## config.mk

```make
export PLATFORM = sky130hd
export DESIGN_NAME = digit_serial_add_sub_flat
export DESIGN_NICKNAME = d
export VERILOG_FILES = /design/src/rtl/digit_serial_add_sub_pkg.sv /design/src/rtl/digit_serial_add_sub_if.sv /design/src/rtl/digit_serial_add_sub_digit_adder.sv /design/src/rtl/digit_serial_add_sub.sv /design/src/flat_wrapper.sv
export SDC_FILE = /design/constraint.sdc
export NUM_CORES = 1
export LEC_CHECK = 0
export CAP_MARGIN = 0
export CORE_MARGIN = 1
export CORE_UTILIZATION = 53
export DETAILED_ROUTE_END_ITERATION = 6
export PLACE_DENSITY = 0.81
export SYNTH_ARGS = -nofsm -noshare
export SYNTH_HDL_FRONTEND = slang
export SYNTH_SLANG_ARGS = --single-unit
```

## constraint.sdc

```tcl
create_clock -name clk -period 3.4 [get_ports clk]
set_clock_uncertainty 0.1 [all_clocks]
set_input_delay 0.68 -clock clk [delete_from_list [all_inputs] [get_ports clk]]
set_output_delay 0.68 -clock clk [all_outputs]
set_load 0.02 [all_outputs]
```

## src/rtl/digit_serial_add_sub_pkg.sv

```systemverilog
// Shared encodings for the digit-serial adder/subtractor: operation modes and FSM states.
package add_sub_pkg;

  typedef enum logic [1:0] {
    OP_ADD  = 2'b00,
    OP_SUB  = 2'b01,
    OP_RSUB = 2'b10,
    OP_BM2A = 2'b11
  } op_e;

  typedef enum logic [1:0] {
    IDLE,
    RUN,
    DONE
  } state_e;

endpackage

```

## src/rtl/digit_serial_add_sub_if.sv

```systemverilog
// Valid/ready transaction bus for digit_serial_add_sub; the slave modport is the block's view.
interface digit_serial_add_sub_if #(
  parameter int WIDTH = 16
);
  logic             in_valid;
  logic             in_ready;
  logic [WIDTH-1:0] a;
  logic [WIDTH-1:0] b;
  logic [1:0]       op;
  logic             out_valid;
  logic             out_ready;
  logic [WIDTH-1:0] result;
  logic             cb;
  logic             ovf;

  modport master (
    output in_valid, a, b, op, out_ready,
    input  in_ready, out_valid, result, cb, ovf
  );

  modport slave (
    input  in_valid, a, b, op, out_ready,
    output in_ready, out_valid, result, cb, ovf
  );
endinterface

```

## src/rtl/digit_serial_add_sub_digit_adder.sv

```systemverilog
// DIGIT-bit ripple-carry adder made of chained full-adder cells.
module digit_adder #(
  parameter int DIGIT = 4
) (
  input  logic [DIGIT-1:0] x,
  input  logic [DIGIT-1:0] y,
  input  logic             cin,
  output logic [DIGIT-1:0] s,
  output logic             cout
);
  logic c;

  always_comb begin
    s = '0;
    c = cin;
    for (int unsigned i = 0; i < DIGIT; i++) begin
      s[i] = x[i] ^ y[i] ^ c;
      c    = (x[i] & y[i]) | (c & (x[i] ^ y[i]));
    end
    cout = c;
  end
endmodule

```

## src/rtl/digit_serial_add_sub.sv

```systemverilog
// Multi-cycle adder/subtractor: NDIG passes through one DIGIT-wide adder per transaction.
// Optional signed saturation of the result is enabled by defining DIGIT_SERIAL_ADD_SUB_SAT_EN.
module digit_serial_add_sub
  import add_sub_pkg::*;
#(
  parameter int WIDTH = 16,
  parameter int DIGIT = 4
) (
  input  logic                clk,
  input  logic                reset,
  digit_serial_add_sub_if.slave bus
);
  localparam int NDIG  = WIDTH / DIGIT;
  localparam int IDX_W = (NDIG > 1) ? $clog2(NDIG) : 1;

  state_e           state_q, state_d;
  logic [IDX_W-1:0] idx_q, idx_d;
  logic [WIDTH-1:0] x_q, x_d, y_q, y_d, result_q, result_d;
  logic             carry_q, carry_d, cb_q, cb_d, ovf_q, ovf_d;
  logic             s_q, s_d, so_q, so_d, xs_q, xs_d, ys_q, ys_d;
  op_e              op_q, op_d;

  logic [DIGIT-1:0] dsum;
  logic             dcout;
  logic             last;
  logic [WIDTH-1:0] x_sel, y_sel, a_shl, sum_ext, sat_val;
  logic             ovf_run;

  digit_adder #(.DIGIT(DIGIT)) u_digit_adder (
    .x   (x_q[DIGIT-1:0]),
    .y   (y_q[DIGIT-1:0]),
    .cin (carry_q),
    .s   (dsum),
    .cout(dcout)
  );

  assign last = (idx_q == IDX_W'(NDIG - 1));

  always_ff @(posedge clk or posedge reset) begin
    if (reset) begin
      state_q  <= IDLE;
      idx_q    <= '0;
      x_q      <= '0;
      y_q      <= '0;
      result_q <= '0;
      carry_q  <= 1'b0;
      cb_q     <= 1'b0;
      ovf_q    <= 1'b0;
      s_q      <= 1'b0;
      so_q     <= 1'b0;
      xs_q     <= 1'b0;
      ys_q     <= 1'b0;
      op_q     <= OP_ADD;
    end else begin
      state_q  <= state_d;
      idx_q    <= idx_d;
      x_q      <= x_d;
      y_q      <= y_d;
      result_q <= result_d;
      carry_q  <= carry_d;
      cb_q     <= cb_d;
      ovf_q    <= ovf_d;
      s_q      <= s_d;
      so_q     <= so_d;
      xs_q     <= xs_d;
      ys_q     <= ys_d;
      op_q     <= op_d;
    end
  end

  always_comb begin
    state_d = state_q;
    unique case (state_q)
      IDLE:    if (bus.in_valid) state_d = RUN;
      RUN:     if (last) state_d = DONE;
      DONE:    if (bus.out_ready) state_d = IDLE;
      default: state_d = IDLE;
    endcase
  end

  always_comb begin
    idx_d    = idx_q;
    x_d      = x_q;
    y_d      = y_q;
    result_d = result_q;
    carry_d  = carry_q;
    cb_d     = cb_q;
    ovf_d    = ovf_q;
    s_d      = s_q;
    so_d     = so_q;
    xs_d     = xs_q;
    ys_d     = ys_q;
    op_d     = op_q;
    a_shl    = {bus.a[WIDTH-2:0], 1'b0};
    x_sel    = bus.a;
    y_sel    = bus.b;
    sum_ext  = '0;
    sum_ext[DIGIT-1:0] = dsum;
    sat_val  = xs_q ? {1'b1, {(WIDTH-1){1'b0}}} : {1'b0, {(WIDTH-1){1'b1}}};
    // Result MSB is the top bit of the digit being added on the last pass.
    ovf_run  = (xs_q == ys_q) && (dsum[DIGIT-1] != xs_q);

    unique case (op_e'(bus.op))
      OP_ADD:  begin x_sel = bus.a; y_sel = bus.b;   end
      OP_SUB:  begin x_sel = bus.a; y_sel = ~bus.b;  end
      OP_RSUB: begin x_sel = bus.b; y_sel = ~bus.a;  end
      OP_BM2A: begin x_sel = bus.b; y_sel = ~a_shl;  end
      default: begin x_sel = bus.a; y_sel = bus.b;   end
    endcase

    unique case (state_q)
      IDLE: if (bus.in_valid) begin
        op_d    = op_e'(bus.op);
        idx_d   = '0;
        x_d     = x_sel;
        y_d     = y_sel;
        xs_d    = x_sel[WIDTH-1];
        ys_d    = y_sel[WIDTH-1];
        carry_d = (op_e'(bus.op) != OP_ADD);
        s_d     = (op_e'(bus.op) == OP_BM2A) & bus.a[WIDTH-1];
        so_d    = (op_e'(bus.op) == OP_BM2A) & (bus.a[WIDTH-1] ^ bus.a[WIDTH-2]);
      end
      RUN: begin
        // Operands shift down so the adder always sees digit 0; result fills from the top.
        x_d      = x_q >> DIGIT;
        y_d      = y_q >> DIGIT;
        result_d = (result_q >> DIGIT) | (sum_ext << (WIDTH - DIGIT));
        carry_d  = dcout;
        idx_d    = idx_q + 1'b1;
        if (last) begin
          unique case (op_q)
            OP_ADD:  cb_d = dcout;
            OP_BM2A: cb_d = ~dcout | s_q;
            default: cb_d = ~dcout;
          endcase
          ovf_d = ovf_run | ((op_q == OP_BM2A) & so_q);
`ifdef DIGIT_SERIAL_ADD_SUB_SAT_EN
          if (ovf_d) result_d = sat_val;
`endif
        end
      end
      default: ;
    endcase
  end

  always_comb begin
    bus.in_ready  = (state_q == IDLE);
    bus.out_valid = (state_q == DONE);
    bus.result    = result_q;
    bus.cb        = cb_q;
    bus.ovf       = ovf_q;
  end
endmodule

```

## src/flat_wrapper.sv

```systemverilog
// flat-port wrapper written by rule: the top's interface ports become plain ports
module digit_serial_add_sub_flat import add_sub_pkg::*;
#(
  parameter int WIDTH = 16,
  parameter int DIGIT = 4
)
  (clk, reset, bus_in_valid, bus_a, bus_b, bus_op, bus_out_ready, bus_in_ready, bus_out_valid, bus_result, bus_cb, bus_ovf);
  digit_serial_add_sub_if #(.WIDTH(WIDTH)) bus_i ();
  input  logic clk;
  input  logic reset;
  input wire logic [$bits(bus_i.in_valid)-1:0] bus_in_valid;
  input wire logic [$bits(bus_i.a)-1:0] bus_a;
  input wire logic [$bits(bus_i.b)-1:0] bus_b;
  input wire logic [$bits(bus_i.op)-1:0] bus_op;
  input wire logic [$bits(bus_i.out_ready)-1:0] bus_out_ready;
  output wire logic [$bits(bus_i.in_ready)-1:0] bus_in_ready;
  output wire logic [$bits(bus_i.out_valid)-1:0] bus_out_valid;
  output wire logic [$bits(bus_i.result)-1:0] bus_result;
  output wire logic [$bits(bus_i.cb)-1:0] bus_cb;
  output wire logic [$bits(bus_i.ovf)-1:0] bus_ovf;
  assign bus_i.in_valid = bus_in_valid;
  assign bus_i.a = bus_a;
  assign bus_i.b = bus_b;
  assign bus_i.op = bus_op;
  assign bus_i.out_ready = bus_out_ready;
  assign bus_in_ready = bus_i.in_ready;
  assign bus_out_valid = bus_i.out_valid;
  assign bus_result = bus_i.result;
  assign bus_cb = bus_i.cb;
  assign bus_ovf = bus_i.ovf;
  digit_serial_add_sub #(.WIDTH(WIDTH), .DIGIT(DIGIT)) u_core (.clk(clk), .reset(reset), .bus(bus_i));
endmodule
```

==> qor_table.md, run 1 <==
| Quantity | Reported | Unit |
|---|---|---|
| Critical path cell sequence | fa_1 > fa_1 > fa_1 > inv_1 > fa_1 > and3_1 > a211oi_1 > o21ai_0 | - |
| Number of distinct library cell variants in the gate-level netlist after synthesis | 36 | - |
| Clock insertion delay at the later pin of the skew report | 340 | ps |
| Post-layout instance area | 4070 | um^2 |
| Worst path top cell family by delay | adder cells | - |
| Endpoint class of the critical path | flop | - |
| Non-filler cells in the finished layout | 482 | - |
| Sequential fraction of design power | 36.1 | % |
| Headroom to the max-slew limit | 30.4 | % |
| Max-capacitance violation count | 0 | - |
| Worst-path cell with the longest stage delay | sky130_fd_sc_hd__fa_1 | - |
| Combinational Power Share | 44.8 | % |
| Outcome | completed | - |
| Data required time of the worst path | 3530 | ps |
| Post-Place Cells | 466 | - |
| Chip Width | 80.6 | um |
| Root Driver | sky130_fd_sc_hd__clkbuf_8 | - |
| Worst Min Path Start | u_core.bus.result[0] | - |
| TritonCTS clock tree | built | - |
| Antenna violations before repair | 0 | - |
| Total global-route track usage | 24.7 | % |
| Setup total negative slack | 0 | ps |
| Via count | 2720 | - |
| Wire length of the first global-routing pass | 12000 | um |
| Number of antenna diodes | 0 | - |
| Number of sinks driven by the clock tree | 61 | - |
| Rows | 28 | - |
| Cell depth of the worst min-delay path | 2 | - |
| Worst-path fanout max | 3 | - |
| Total power divided by cell area | 871 | nW/um^2 |
| Data arrival time of the critical path | 3130 | ps |
| Final routed DRC violation total | 0 | - |
| Cell area after placement | 3860 | um^2 |
| Clock slew at reported path FFs | 70 | ps |
| Maximum count of clock buffers along a single path | 2 | - |
| Fraction of the cycle the final worst path needs | 88.3 | % |
| Worst-Margin Slew | 1040 | ps |
| Type of the setup path with the least slack | reg2reg | - |
| Area inside the core boundary | 5960 | um^2 |
| Cells on worst reg2reg path | 8 | - |
| Mean Syn Cell Area | 9.35 | um^2 |
| Worst supply voltage drop on vdd | 742 | uV |
| Setup crit start kind | flop | - |
| Peak Freq | 333 | MHz |
| Core utilization of the finished layout | 68.3 | % |
| Leakage component of the power | 1.81 | nW |
| DR iter-0 viols | 123 | - |
| Total design power | 0.00354 | W |
| Number of nets produced by synthesis | 395 | - |
| Logic depth of the worst setup path including buffers | 8 | - |
| Hold WC Path Type | reg2reg | - |
| Seq cells post-synth | 61 | - |
| Post-route ant nets | 0 | - |
| Area of the mapped netlist | 3270 | um^2 |
| Maximum number of pins on one net before global-route repair | 39 | - |
| Largest stage delay, worst path | 460 | ps |
| Initial standard-cell utilization of the core | 55.0 | % |
| Boundary pin count | 58 | - |
| Wire length per cell after detailed routing | 15.2 | um |
| Min cycle time layout | 3000 | ps |
| Number of setup buffers added after CTS | 0 | - |
| Vias in the first global route | 2599 | - |
| Total clock buffers created by CTS | 9 | - |
| Die outline height | 80.6 | um |
| Input/output buffers | 57 | - |
| Most frequent cell on the critical path | sky130_fd_sc_hd__fa_1 | - |
| DP HPWL | 5040 | um |
| CTS resizes | 0 | - |
| Int Pwr | 0.00214 | W |
| P_sw | 0.00140 | W |
| Overflow left after global routing | 0 | - |
| RSZ-0062 raised after global routing | no | - |
| Hold Buf Count CTS | 0 | - |
| Final #Nets | 447 | - |
| RD Place Congestion | 0.880 | - |
| Clock group share of total power | 19.1 | % |
| Synthesis warning total | 0 | - |
| Register area share after synthesis | 46.6 | % |
| Critical Path Start | u_core.x_q[0] | - |
| Sw Share | 39.6 | % |
| Share of final-layout standard cells stronger than drive strength 1 | 11.5 | % |
| Depth of the CTS H-tree | 3 | - |
| Cell count after synthesis | 350 | - |
| Growth of design area from synthesis to finish | 24.3 | % |
| DRT Wirelength | 7320 | um |
| Number of optimization iterations in the first detailed-route pass | 5 | - |
| Number of buffer and inverter stages on the critical path | 1 | - |
| Final Setup Violations | 0 | - |
| Slew Limit Fails | 0 | - |
| Overall die area | 6490 | um^2 |
| Vias per inst | 5.64 | - |
| Worst reg2reg path startpoint | u_core.x_q[0] | - |
| Final hold vios | 0 | - |
placed cells by master (no fill, tap or decap), types with 12 or more instances in the layout:
cell / n
sky130_fd_sc_hd__a22oi_1: 14
sky130_fd_sc_hd__dfrtp_1: 61
sky130_fd_sc_hd__o21ai_0: 27
sky130_fd_sc_hd__clkbuf_8: 12
sky130_fd_sc_hd__mux2i_1: 18
sky130_fd_sc_hd__nor2_1: 17
sky130_fd_sc_hd__clkdlybuf4s50_1: 56
sky130_fd_sc_hd__a21oi_1: 28
sky130_fd_sc_hd__nand2_1: 69
sky130_fd_sc_hd__mux2_2: 12
sky130_fd_sc_hd__o22ai_1: 12
sky130_fd_sc_hd__a211oi_1: 15
routing by layer:
layer	vias up	part of all wire (%)	track usage, %
li1	1329	-	-
met2	85	49	39.8
met5	-	0	0
met1	1292	45	31.7
met4	0	2.5	10.7
met3	14	4.4	5.68
area by class of cell:
type / instances / area, um^2
sequential: 61 / 1530
tap: 75 / 93.8
multi-input combinational: 255 / 1560
timing repair buffer: 68 / 648
fill: 490 / 1890
clock inverter: 3 / 42.5
inverter: 7 / 26.3
clock buffer: 13 / 169
cell usage after synthesis:
cell | count | area, um^2
sky130_fd_sc_hd__a211oi_1 | 15 | 113
sky130_fd_sc_hd__a21o_1 | 1 | 7.51
sky130_fd_sc_hd__a21oi_1 | 28 | 140
sky130_fd_sc_hd__a22oi_1 | 14 | 105
sky130_fd_sc_hd__a31o_2 | 1 | 8.76
sky130_fd_sc_hd__a31oi_1 | 1 | 6.26
sky130_fd_sc_hd__and2b_1 | 2 | 15.0
sky130_fd_sc_hd__and3_1 | 1 | 6.26
sky130_fd_sc_hd__buf_2 | 12 | 60.1
sky130_fd_sc_hd__buf_4 | 5 | 37.5
sky130_fd_sc_hd__buf_6 | 3 | 33.8
sky130_fd_sc_hd__clkbuf_1 | 7 | 26.3
sky130_fd_sc_hd__dfrtp_1 | 61 | 1530
sky130_fd_sc_hd__fa_1 | 4 | 80.1
sky130_fd_sc_hd__ha_1 | 3 | 37.5
sky130_fd_sc_hd__inv_1 | 7 | 26.3
sky130_fd_sc_hd__mux2_2 | 12 | 135
sky130_fd_sc_hd__mux2_4 | 1 | 15.0
sky130_fd_sc_hd__mux2i_1 | 18 | 180
sky130_fd_sc_hd__nand2_1 | 69 | 259
sky130_fd_sc_hd__nand2_2 | 1 | 6.26
sky130_fd_sc_hd__nand2b_1 | 4 | 25.0
sky130_fd_sc_hd__nand3_1 | 8 | 40.0
sky130_fd_sc_hd__nand3b_1 | 1 | 7.51
sky130_fd_sc_hd__nor2_1 | 17 | 63.8
sky130_fd_sc_hd__nor2_2 | 2 | 12.5
sky130_fd_sc_hd__nor2b_1 | 1 | 6.26
sky130_fd_sc_hd__nor2b_2 | 1 | 8.76
sky130_fd_sc_hd__nor3_1 | 1 | 5.00
sky130_fd_sc_hd__nor4b_2 | 1 | 15.0
sky130_fd_sc_hd__o21ai_0 | 27 | 135
sky130_fd_sc_hd__o21ai_1 | 6 | 30.0
sky130_fd_sc_hd__o22a_1 | 1 | 8.76
sky130_fd_sc_hd__o22ai_1 | 12 | 75.1
sky130_fd_sc_hd__or2_1 | 1 | 6.26
sky130_fd_sc_hd__xor2_1 | 1 | 8.76
flip-flops by register name, indices dropped and copies added, names as in the netlist:
register,flops
u_core.bus.result,16
u_core.x_q,16
u_core.y_q,16
u_core.idx_q,2
u_core.op_q,2
u_core.state_q,2
u_core.bus.cb,1
u_core.bus.ovf,1
u_core.carry_q,1
u_core.s_q,1
u_core.so_q,1
u_core.xs_q,1
u_core.ys_q,1
per-stage QoR:
stage	hold WS, ps	worst slack (ps)
after floorplan	351	563
after global placement	357	477
after detailed placement	362	390
after CTS	378	373
after global routing	395	297
final	376	397
final timing paths:
| path | slack (ps) | to |
|---|---|---|
| max | 400 | u_core.bus.ovf |
| min | 380 | u_core.bus.result[0] |
| max reg2reg | 400 | u_core.bus.ovf |
| min reg2reg | 380 | u_core.bus.result[0] |
| max in group asynchronous | 1990 | u_core.x_q[7] |
| min in group asynchronous | 540 | u_core.bus.ovf |
power groups by stage:
stage	clock network, W	logic (W)	registers (W)
global route	0.000717	0.00177	0.00132
detailed placement	0	0.00158	0.00129
CTS	0.000683	0.00159	0.00128
finish	0.000677	0.00159	0.00128
global placement	0	0.00152	0.00127
floorplan	0	0.000994	0.00135
worst register-to-register path: cells and delay by family (launching register included):
kind / cells / cell delay (ps)
fa+ha+maj: 4 / 1790
flops: 1 / 400
compound gates: 2 / 290
simple gates: 1 / 190
buf+inv: 1 / 110
kinds of logic after synthesis:
family / after synthesis / synth area share (%)
adders and majority gates: 7 / 3.59
DFF: 61 / 46.6
AOI/OAI and AO/OA: 106 / 19.2
xor gates and xnor gates: 1 / 0.268
muxes: 31 / 10.1
and+or+nand+nor: 110 / 14.6
buffers and inverters: 34 / 5.62
No activity file was read; power rests on OpenSTA's default activity.
==> run 2: changes to the inputs <==
Settings changed: CORE_UTILIZATION 53 to 55, CTS_BUF_LIST set to sky130_fd_sc_hd__clkbuf_4, HOLD_SLACK_MARGIN set to 0.06, PLACE_DENSITY 0.81 to 0.84.
==> qor_table.md, run 2 (synthesis gave the netlist of run 1 again) <==
| Quantity | Reported | Unit | Change |
|---|---|---|---|
| Most frequent cell on the critical path | sky130_fd_sc_hd__fa_1 | - | unchanged |
| RD Place Congestion | 0.845 | - | was 0.880 |
| Worst setup slack after placement | 441 | ps | was 390 ps |
| Non-filler cells in the finished layout | 475 | - | was 482 |
| DR iter-0 viols | 136 | - | was 123 |
| P_sw | 0.00136 | W | was 0.00140 W |
| Top library cells by usage in the layout, fill and taps aside | sky130_fd_sc_hd__nand2_1, sky130_fd_sc_hd__dfrtp_1, sky130_fd_sc_hd__clkdlybuf4s50_1, sky130_fd_sc_hd__a21oi_1, sky130_fd_sc_hd__o21ai_0 | - | unchanged |
| Endpoint class of the critical path | flop | - | unchanged |
| Worst-case register-to-register setup slack | 450 | ps | was 400 ps |
| Wire length per cell after detailed routing | 14.9 | um | was 15.2 um |
| Cell depth of the worst min-delay path | 2 | - | unchanged |
| Vias in the first global route | 2617 | - | was 2599 |
| Worst-path fanout max | 3 | - | unchanged |
| Hold WC Path Type | reg2reg | - | unchanged |
| Post-route ant nets | 0 | - | unchanged |
| Post-Place Cells | 461 | - | was 466 |
| Met3 usage | 7.36 | % | was 5.68% |
| Hold Buf Count CTS | 0 | - | unchanged |
| Slew Limit Fails | 0 | - | unchanged |
| Fraction of the cycle the final worst path needs | 86.9 | % | was 88.3% |
| Maximum count of clock buffers along a single path | 2 | - | unchanged |
| Area used by multi-input combinational logic | 1560 | um^2 | unchanged |
| Fraction of met2 tracks used by global routing | 41.8 | % | was 39.8% |
| Vias per inst | 5.79 | - | was 5.64 |
| Total clock buffers created by CTS | 9 | - | unchanged |
| Data arrival time of the critical path | 3170 | ps | was 3130 ps |
| Overflow left after global routing | 0 | - | unchanged |
| Largest stage delay, worst path | 460 | ps | about the same |
| Clock group share of total power | 12.6 | % | was 19.1% |
| Maximum number of pins on one net before global-route repair | 45 | - | was 39 |
| Sequential fraction of design power | 40.4 | % | was 36.1% |
| TritonCTS clock tree | built | - | unchanged |
| Sw Share | 42.0 | % | was 39.6% |
| Leakage component of the power | 1.76 | nW | was 1.81 nW |
| Layout filler cell count | 480 | - | was 490 |
| Initial standard-cell utilization of the core | 58.4 | % | was 55.0% |
| Chip Width | 79.1 | um | was 80.6 um |
| DRT Wirelength | 7080 | um | was 7320 um |
| Peak Freq | 339 | MHz | was 333 MHz |
| Clock slew at reported path FFs | 90 | ps | was 70 ps |
| Growth of design area from synthesis to finish | 20.3 | % | was 24.3% |
| Die outline height | 79.1 | um | was 80.6 um |
| Rows | 27 | - | was 28 |
| Int Pwr | 0.00188 | W | was 0.00214 W |
| Setup crit start kind | flop | - | unchanged |
| Worst-Margin Slew | 760 | ps | was 1040 ps |
| Number of antenna diodes | 0 | - | unchanged |
| GR Util met1 | 31.7 | % | about the same |
| Depth of the CTS H-tree | 3 | - | unchanged |
| Post-route worst setup slack | 446 | ps | was 397 ps |
| Total global-route track usage | 25.5 | % | was 24.7% |
| Total power divided by cell area | 825 | nW/um^2 | was 871 nW/um^2 |
| Antenna violations before repair | 0 | - | unchanged |
| Most common cell after layout, fill and taps aside | sky130_fd_sc_hd__nand2_1 | - | unchanged |
| Setup total negative slack | 0 | ps | unchanged |
| Outcome | completed | - | unchanged |
| Number of sinks driven by the clock tree | 61 | - | unchanged |
| Root Driver | sky130_fd_sc_hd__clkbuf_4 | - | was sky130_fd_sc_hd__clkbuf_8 |
| Number of setup buffers added after CTS | 0 | - | unchanged |
| CTS resizes | 0 | - | unchanged |
| Combinational Power Share | 47.0 | % | was 44.8% |
| Final hold vios | 0 | - | unchanged |
| Boundary pin count | 58 | - | unchanged |
| Number of optimization iterations in the first detailed-route pass | 5 | - | unchanged |
| Via count | 2749 | - | was 2720 |
| Data required time of the worst path | 3610 | ps | was 3530 ps |
| DP HPWL | 5010 | um | was 5040 um |
| Overall die area | 6260 | um^2 | was 6490 um^2 |
| Wire length of the first global-routing pass | 12100 | um | was 12000 um |
| Headroom to the max-slew limit | 49.4 | % | was 30.4% |
| RSZ-0062 raised after global routing | no | - | unchanged |
| Cells on worst reg2reg path | 8 | - | unchanged |
| Worst-path cell with the longest stage delay | sky130_fd_sc_hd__fa_1 | - | unchanged |
| Final #Nets | 445 | - | was 447 |
| Input/output buffers | 57 | - | unchanged |
| Area inside the core boundary | 5610 | um^2 | was 5960 um^2 |
| Max-capacitance violation count | 0 | - | unchanged |
| Clock insertion delay at the later pin of the skew report | 420 | ps | was 340 ps |
| Share of final-layout standard cells stronger than drive strength 1 | 10.9 | % | was 11.5% |
| Top Usage Layer GRT | met2 | - | unchanged |
| Min cycle time layout | 2950 | ps | was 3000 ps |
| Worst supply voltage drop on vdd | 497 | uV | was 742 uV |
| FF/Latch Area | 1530 | um^2 | unchanged |
| Critical path cell sequence | fa_1 > fa_1 > fa_1 > inv_1 > fa_1 > and3_1 > a211oi_1 > o21ai_0 | - | unchanged |
| Final routed DRC violation total | 0 | - | unchanged |
| Type of the setup path with the least slack | reg2reg | - | unchanged |
| Final Setup Violations | 0 | - | unchanged |
## run 2: cell types whose count changed in the layout (fill, tap and decap cells not counted)
cell | before | now
sky130_fd_sc_hd__clkinvlp_4 | 1 | 0
sky130_fd_sc_hd__clkbuf_1 | 1 | 0
sky130_fd_sc_hd__clkbuf_4 | 0 | 11
sky130_fd_sc_hd__clkbuf_8 | 12 | 0
sky130_fd_sc_hd__buf_4 | 11 | 9
sky130_fd_sc_hd__clkinv_2 | 1 | 3
sky130_fd_sc_hd__bufinv_16 | 1 | 0
## run 2: cell type report
| type | count | share of cell area, % |
|---|---|---|
| clock buffer | 11 | 2.10 |
| clock inverter | 3 | 0.381 |
| inverter | 7 | 0.668 |
| multi-input combinational | 255 | 39.7 |
| sequential | 61 | 38.8 |
| tap | 72 | 2.29 |
| timing repair buffer | 66 | 16.1 |
## run 2: power by group through the flow
stage / clock, W / sequential, W / combinational [W]
2_1_floorplan: 0 / 0.00135 / 0.000994
3_3_place_gp: 0 / 0.00131 / 0.00147
3_5_place_dp: 0 / 0.00132 / 0.00153
4_1_cts: 0.000414 / 0.00131 / 0.00154
5_1_grt: 0.000446 / 0.00135 / 0.00171
6_report: 0.000410 / 0.00131 / 0.00153
## run 2: worst max-delay path: cells and delay by family, from the launching register on
kind / cells / cell delay, ps
adders and majority gates: 4 / 1780
and+or+nand+nor: 1 / 190
DFF: 1 / 410
buffers and inverters: 1 / 100
AOI/OAI and AO/OA: 2 / 280
## run 2: metrics by stage
step	utilization, %	cell area [um^2]	hold WS [ps]	power, W
2_1_floorplan	-	3270	351	0.00235
3_3_place_gp	68.5	3840	358	0.00278
3_5_place_dp	68.5	3840	366	0.00286
4_1_cts	70.2	3940	389	0.00326
5_1_grt	70.2	3940	415	0.00350
6_report	70.2	3940	385	0.00325
## run 2: path summary, 6_finish.rpt
| check | startpoint | end |
|---|---|---|
| max | u_core.x_q[0] | u_core.bus.ovf |
| min | u_core.bus.result[1] | u_core.bus.result[1] |
| max reg2reg | u_core.x_q[0] | u_core.bus.ovf |
| min reg2reg | u_core.bus.result[1] | u_core.bus.result[1] |
| max in group asynchronous | reset | u_core.x_q[10] |
| min in group asynchronous | reset | u_core.bus.result[3] |
## run 2: metal layers
metal / vias up / share of wire (%)
met5: - / 0
met2: 94 / 50
met4: 0 / 2.0
li1: 1343 / -
met1: 1299 / 43
met3: 13 / 5.4
==> run 3: changes to the inputs <==
Settings changed: CTS_CLUSTER_DIAMETER set to 200, HOLD_SLACK_MARGIN 0.06 to 0.1.
==> results of run 3 <==
The final DEF is identical to that of run 2; final timing and power are the same.
